--- config.mk ---
export PLATFORM = sky130hd
export DESIGN_NAME = sdhci_busy_timeout_ctrl
export DESIGN_NICKNAME = d
export VERILOG_FILES = /design/src/rtl/sdhci_busy_timeout_ctrl.sv
export SDC_FILE = /design/constraint.sdc
export NUM_CORES = 1
export LEC_CHECK = 0
export CORE_MARGIN = 1
export CORE_UTILIZATION = 30
export CTS_BUF_LIST = sky130_fd_sc_hd__clkbuf_8 sky130_fd_sc_hd__clkbuf_16
export DETAILED_ROUTE_END_ITERATION = 12
export PLACE_DENSITY_LB_ADDON = 0.1
export SLEW_MARGIN = 5
export SYNTH_ARGS = -nofsm -noshare
export SYNTH_HDL_FRONTEND = slang
export SYNTH_SLANG_ARGS = --single-unit
export TNS_END_PERCENT = 100
--- constraint.sdc ---
create_clock -name clk_i -period 3.1 [get_ports clk_i]
set_input_delay 0.31 -clock clk_i [delete_from_list [all_inputs] [get_ports clk_i]]
set_output_delay 0.31 -clock clk_i [all_outputs]
set_load 0.03 [all_outputs]
--- src/rtl/sdhci_busy_timeout_ctrl.sv ---
`default_nettype none
// ============================================================================
// Module   : sdhci_busy_timeout_ctrl
// Purpose  : Sequences the DAT0 busy phase that follows an R1b response and
//            enforces the data timeout on it. Busy detection runs on SD-clock
//            strobes; the timeout runs on clk_i through a TMCLK prescaler.
// Ports    : clk_i         - system clock
//            rst_i         - synchronous active-high reset
//            start_i       - pulse, R1b end bit received: begin busy phase
//            abort_i       - pulse, DAT-line reset: cancel silently
//            timeout_exp_i - timeout = TimeoutDivider * 2^(13+exp) clk_i cycles
//            sd_clk_en_i   - one-cycle strobe per SD clock rising edge
//            dat0_i        - synchronised DAT0 level (0 = busy)
//            busy_o        - high while WAIT_START or BUSY
//            done_o        - one-cycle pulse: busy released / never asserted
//            timeout_o     - one-cycle pulse: data timeout error
// Revision : 1.0 - initial release
// ============================================================================
module sdhci_busy_timeout_ctrl #(
  parameter int TimeoutDivider  = 13,
  parameter int BusyStartCycles = 2,
  parameter int MaxExponent     = 14
) (
  input  logic       clk_i,
  input  logic       rst_i,
  input  logic       start_i,
  input  logic       abort_i,
  input  logic [3:0] timeout_exp_i,
  input  logic       sd_clk_en_i,
  input  logic       dat0_i,
  output logic       busy_o,
  output logic       done_o,
  output logic       timeout_o
);

  localparam int PRESC_W = (TimeoutDivider > 1) ? $clog2(TimeoutDivider) : 1;
  localparam int START_W = (BusyStartCycles > 1) ? $clog2(BusyStartCycles) : 1;

  localparam logic [PRESC_W-1:0] PRESC_LAST = PRESC_W'(TimeoutDivider - 1);
  // The start cycle itself is the first counted clk_i cycle, so the counters
  // are preloaded with the state they would hold one cycle after start. This
  // places timeout_o exactly TimeoutDivider*2^(13+exp) cycles after start.
  localparam logic [PRESC_W-1:0] PRESC_INIT = (TimeoutDivider > 1) ? PRESC_W'(1) : '0;
  localparam logic [27:0]        TICKS_INIT = (TimeoutDivider > 1) ? 28'd0 : 28'd1;
  localparam logic [START_W-1:0] START_LAST = START_W'(BusyStartCycles - 1);
  localparam logic [3:0]         EXP_MAX    = 4'(MaxExponent);

  typedef enum logic [1:0] {
    IDLE       = 2'd0,
    WAIT_START = 2'd1,
    BUSY       = 2'd2
  } state_t;

  state_t               state;
  logic [PRESC_W-1:0]   presc;
  logic [27:0]          ticks;
  logic [START_W-1:0]   start_cnt;
  logic [3:0]           exp_q;

  logic [3:0]  exp_clamped;
  logic [27:0] tick_limit;
  logic        presc_wrap;
  logic        timeout_hit;
  logic        release_hit;

  assign exp_clamped = (timeout_exp_i > EXP_MAX) ? EXP_MAX : timeout_exp_i;
  assign tick_limit  = 28'd1 << (5'd13 + {1'b0, exp_q});
  assign presc_wrap  = (presc == PRESC_LAST);

  // Timeout is decided one cycle early so the registered pulse lands on the
  // cycle in which the tick counter reaches the limit.
  assign timeout_hit = presc_wrap && ((ticks + 28'd1) == tick_limit);

  // Release: DAT0 high on a strobe while busy, or the last allowed strobe of
  // the start window passing with DAT0 still high (card never went busy).
  assign release_hit = sd_clk_en_i && dat0_i &&
                       ((state == BUSY) ||
                        ((state == WAIT_START) && (start_cnt == START_LAST)));

  always_ff @(posedge clk_i) begin
    if (rst_i) begin
      state     <= IDLE;
      busy_o    <= 1'b0;
      done_o    <= 1'b0;
      timeout_o <= 1'b0;
      presc     <= '0;
      ticks     <= '0;
      start_cnt <= '0;
      exp_q     <= '0;
    end else begin
      done_o    <= 1'b0;
      timeout_o <= 1'b0;
      if (abort_i) begin
        state  <= IDLE;
        busy_o <= 1'b0;
      end else begin
        case (state)
          IDLE: begin
            if (start_i) begin
              state     <= WAIT_START;
              busy_o    <= 1'b1;
              exp_q     <= exp_clamped;
              presc     <= PRESC_INIT;
              ticks     <= TICKS_INIT;
              start_cnt <= '0;
            end
          end
          WAIT_START, BUSY: begin
            presc <= presc_wrap ? '0 : presc + 1'b1;
            if (presc_wrap && (ticks != '1)) begin
              ticks <= ticks + 28'd1;
            end
            // Release is checked first: done beats a coincident timeout.
            if (release_hit) begin
              state  <= IDLE;
              busy_o <= 1'b0;
              done_o <= 1'b1;
            end else if (timeout_hit) begin
              state     <= IDLE;
              busy_o    <= 1'b0;
              timeout_o <= 1'b1;
            end else if (sd_clk_en_i && (state == WAIT_START)) begin
              if (!dat0_i) begin
                state <= BUSY;
              end else begin
                start_cnt <= start_cnt + 1'b1;
              end
            end
          end
          default: begin
            state  <= IDLE;
            busy_o <= 1'b0;
          end
        endcase
      end
    end
  end

endmodule
`default_nettype wire

==> run summary <==
Worst R2R Path Depth: 9
# DRC: 0
nets: 473
Core ar.: 10,300 sq um
crit-path cells: ha_1, and3_1, or4_1, a221oi_1, o21ai_2, nor4_4, nand4_4, nand4_1, or3b_1
Reg area: 842 sq um
Hold Path Class: reg2reg
antenna cells: 0
critical path launch point: ticks[0]$_SDFFE_PP0P_
Cell Area, Placed: 3660 sq um
register clock-pin slew on the reported worst setup and hold paths: 0.09 ns
Mapped Nets: 447
fmax: 346 MHz
reg2reg start: ticks[0]$_SDFFE_PP0P_
crit path time final: 2.89 ns
Pre-Repair DR Iteration Count: 5
Seq/Total Area, Yosys: 26.3%
Final Non-Filler Cells: 593
CP Depth: 9
clk_skew: 0.00529 ns
P_sw: 0.357 mW
pin count of the biggest net entering global routing: 30
Reg-to-Reg End: start_cnt$_SDFFE_PP0P_
Mapped Avg Cell Area: 7.43 sq um
Worst EP required: 3.29 ns
# fillers: 1,090
TritonCTS clock tree: done
row cnt: 37
Final Total Pwr: 1.24 mW
setup ws final: 0.209 ns
RSZ-0062 raised after global routing: false
CTS max path bufs: 2
Final Hold Fails: 0
multi-input logic area: 2190 sq um
CP delay by family, top: simple AND/OR/NAND/NOR gates
initial antenna violation count: 0
Placed Cells: 585
total wire length: 9620 um
Synth cell types: 63
crit-path max cell delay: 0.42 ns
crit share post-route: 93.3%
Relative slew margins: 50.8%
internal power: 0.881 mW
final core utilization: 36.8%
fin area: 3800 sq um
top-area cell type share of the netlist area: 26.3%
Clock Latency Late Sink: 0.30 ns
Top-Level Pins: 13
total negative slack: 0 ns
Cells after Synth: 430
share of power burned in registers: 45.3%
root buffer cell: clkbuf_8
Die ar.: 11,100 sq um
Die W: 105 um
die height: 105 um
Clock Power Share: 36.7%
Sw Share: 28.8%
Worst-Margin Slew: 0.736 ns
Setup WS pre-CTS: 0.114 ns
RePlAce Congestion: 1.01
GRT Total Usage: 17.8%
synth-to-layout area growth: 19.0%
Final Hold Slack: 0.497 ns
synthesized area: 3200 sq um
Antenna Nets Post-Route: 0
CTS sink cnt: 42
postcts setup bufs: 0
vias in the first global route: 2,958
Crit Path Class: reg2reg
pwr dens: 325 nW/um^2
H-tree depth: 2
share of layout cells above drive strength 1: 16.0%
global-route wire length before repair: 15,700 um
slowest cell on the critical path: or4_1
drt initial violations: 131
critical hold path startpoint: presc[1]$_SDFFE_PP0P_
Yosys reg bits: 42
top post-synthesis cells by area: dfxtp_1, a21oi_1, nor2_1, nor3_1, xor2_1
top_reg_cell synth: dfxtp_1
grt ovf: 0
R2R Setup Slk: 0.21 ns
area leader, netlist: dfxtp_1
CP Capture Point: start_cnt$_SDFFE_PP0P_
via/cell ratio: 5.41
CP bufs+invs: 0
Worst setup EP type: register
Max VDD drop: 0.000154 V
post_cts resized: 0
LEAKAGE: 1.35 nW
hpwl dp: 6940 um
startpoint types: register
Worst Path Arrival: 3.08 ns
via count: 3,206
max-cap viol count: 0
ys async rst share: 0%
hold_buf cts: 0
Final Max Tran Viols: 0
CTS Buf Count: 5
# setup viols final: 0
PortBufs: 12
Logic pwr share: 18.0%
Yosys warning count: 0
initial core utilization: 31.0%
drt wl/cell: 16.2 um
Crit Path Max Fanout: 8
Post-synth EDFFs: 0
status: complete, no violations
-- cell type report --
| class | count | area share [%] |
|---|---|---|
| flip-flops and latches | 42 | 22.1 |
| clock buffers | 5 | 1.81 |
| inverters | 11 | 1.09 |
| well taps | 136 | 4.48 |
| repair buffers | 53 | 11.6 |
| multi-input cells | 343 | 57.7 |
| clock inverters | 3 | 1.18 |
-- worst min path at each step --
| stage | end | slack, ns | cells after the start |
|---|---|---|---|
| final | presc[1]$_SDFFE_PP0P_ | 0.50 | 2 |
| after global routing | presc[1]$_SDFFE_PP0P_ | 0.53 | 2 |
| after CTS | presc[1]$_SDFFE_PP0P_ | 0.50 | 2 |
| after detailed placement | presc[1]$_SDFFE_PP0P_ | 0.49 | 2 |
| after global placement | presc[1]$_SDFFE_PP0P_ | 0.48 | 2 |
| after floorplan | exp_q[1]$_SDFFE_PP0P_ | 0.45 | 2 |
-- metal layers --
metal / GRT usage, % / wire length [um]
met1: 24.7 / 4770
met2: 29.0 / 4390
met3: 2.62 / 395
met4: 3.72 / 68
met5: 0 / 0
-- power groups by stage --
stage | sequential [mW] | combinational [mW] | clock, mW
after floorplan | 0.568 | 0.142 | 0
after global placement | 0.573 | 0.224 | 0
after detailed placement | 0.573 | 0.222 | 0
after CTS | 0.560 | 0.224 | 0.473
after global routing | 0.562 | 0.246 | 0.494
final | 0.560 | 0.223 | 0.455
-- kinds of logic after synthesis --
kind of cell,synth area share (%)
AOI/OAI and AO/OA,19.1
xor gates and xnor gates,6.03
adders and majority gates,2.74
buffers and inverters,6.23
DFF,26.3
muxes,1.29
and+or+nand+nor,38.3
-- Yosys cell counts, types with 12 or more instances --
cell type	n
or3_1	12
xor2_1	14
clkbuf_1	22
a21oi_1	42
nand2_1	24
nor3_1	28
nor2_1	45
nand4_1	12
a21o_1	12
o21ai_0	22
dfxtp_1	42
nand3_1	21
-- registers in the layout, indices dropped and copies added, names as in the netlist --
signal,flops
ticks,28
busy_o,1
exp_q,4
timeout_o,1
done_o,1
presc,4
start_cnt,1
state,2
-- worst reg2reg max path, stage by stage (launching register included) --
cell and delay, ns:
dfxtp_1 0.32, ha_1 0.27, and3_1 0.28, or4_1 0.42, a221oi_1 0.35, o21ai_2 0.12, nor4_4 0.35, nand4_4 0.21
nand4_1 0.12, or3b_1 0.35
-- cells in the final DEF (no fill, tap or decap), types with 7 or more instances in the layout --
| master | instances |
|---|---|
| a21o_1 | 12 |
| a21oi_1 | 42 |
| a31oi_1 | 8 |
| buf_4 | 40 |
| clkdlybuf4s50_1 | 12 |
| dfxtp_1 | 41 |
| ha_1 | 7 |
| inv_1 | 11 |
| nand2_1 | 24 |
| nand3_1 | 20 |
| nand4_1 | 12 |
| nor2_1 | 45 |
| nor3_1 | 27 |
| nor4_1 | 7 |
| o21ai_0 | 22 |
| or3_1 | 12 |
| or4_1 | 7 |
| xnor2_1 | 8 |
| xor2_1 | 14 |
Power figures use the tool's default switching activity.
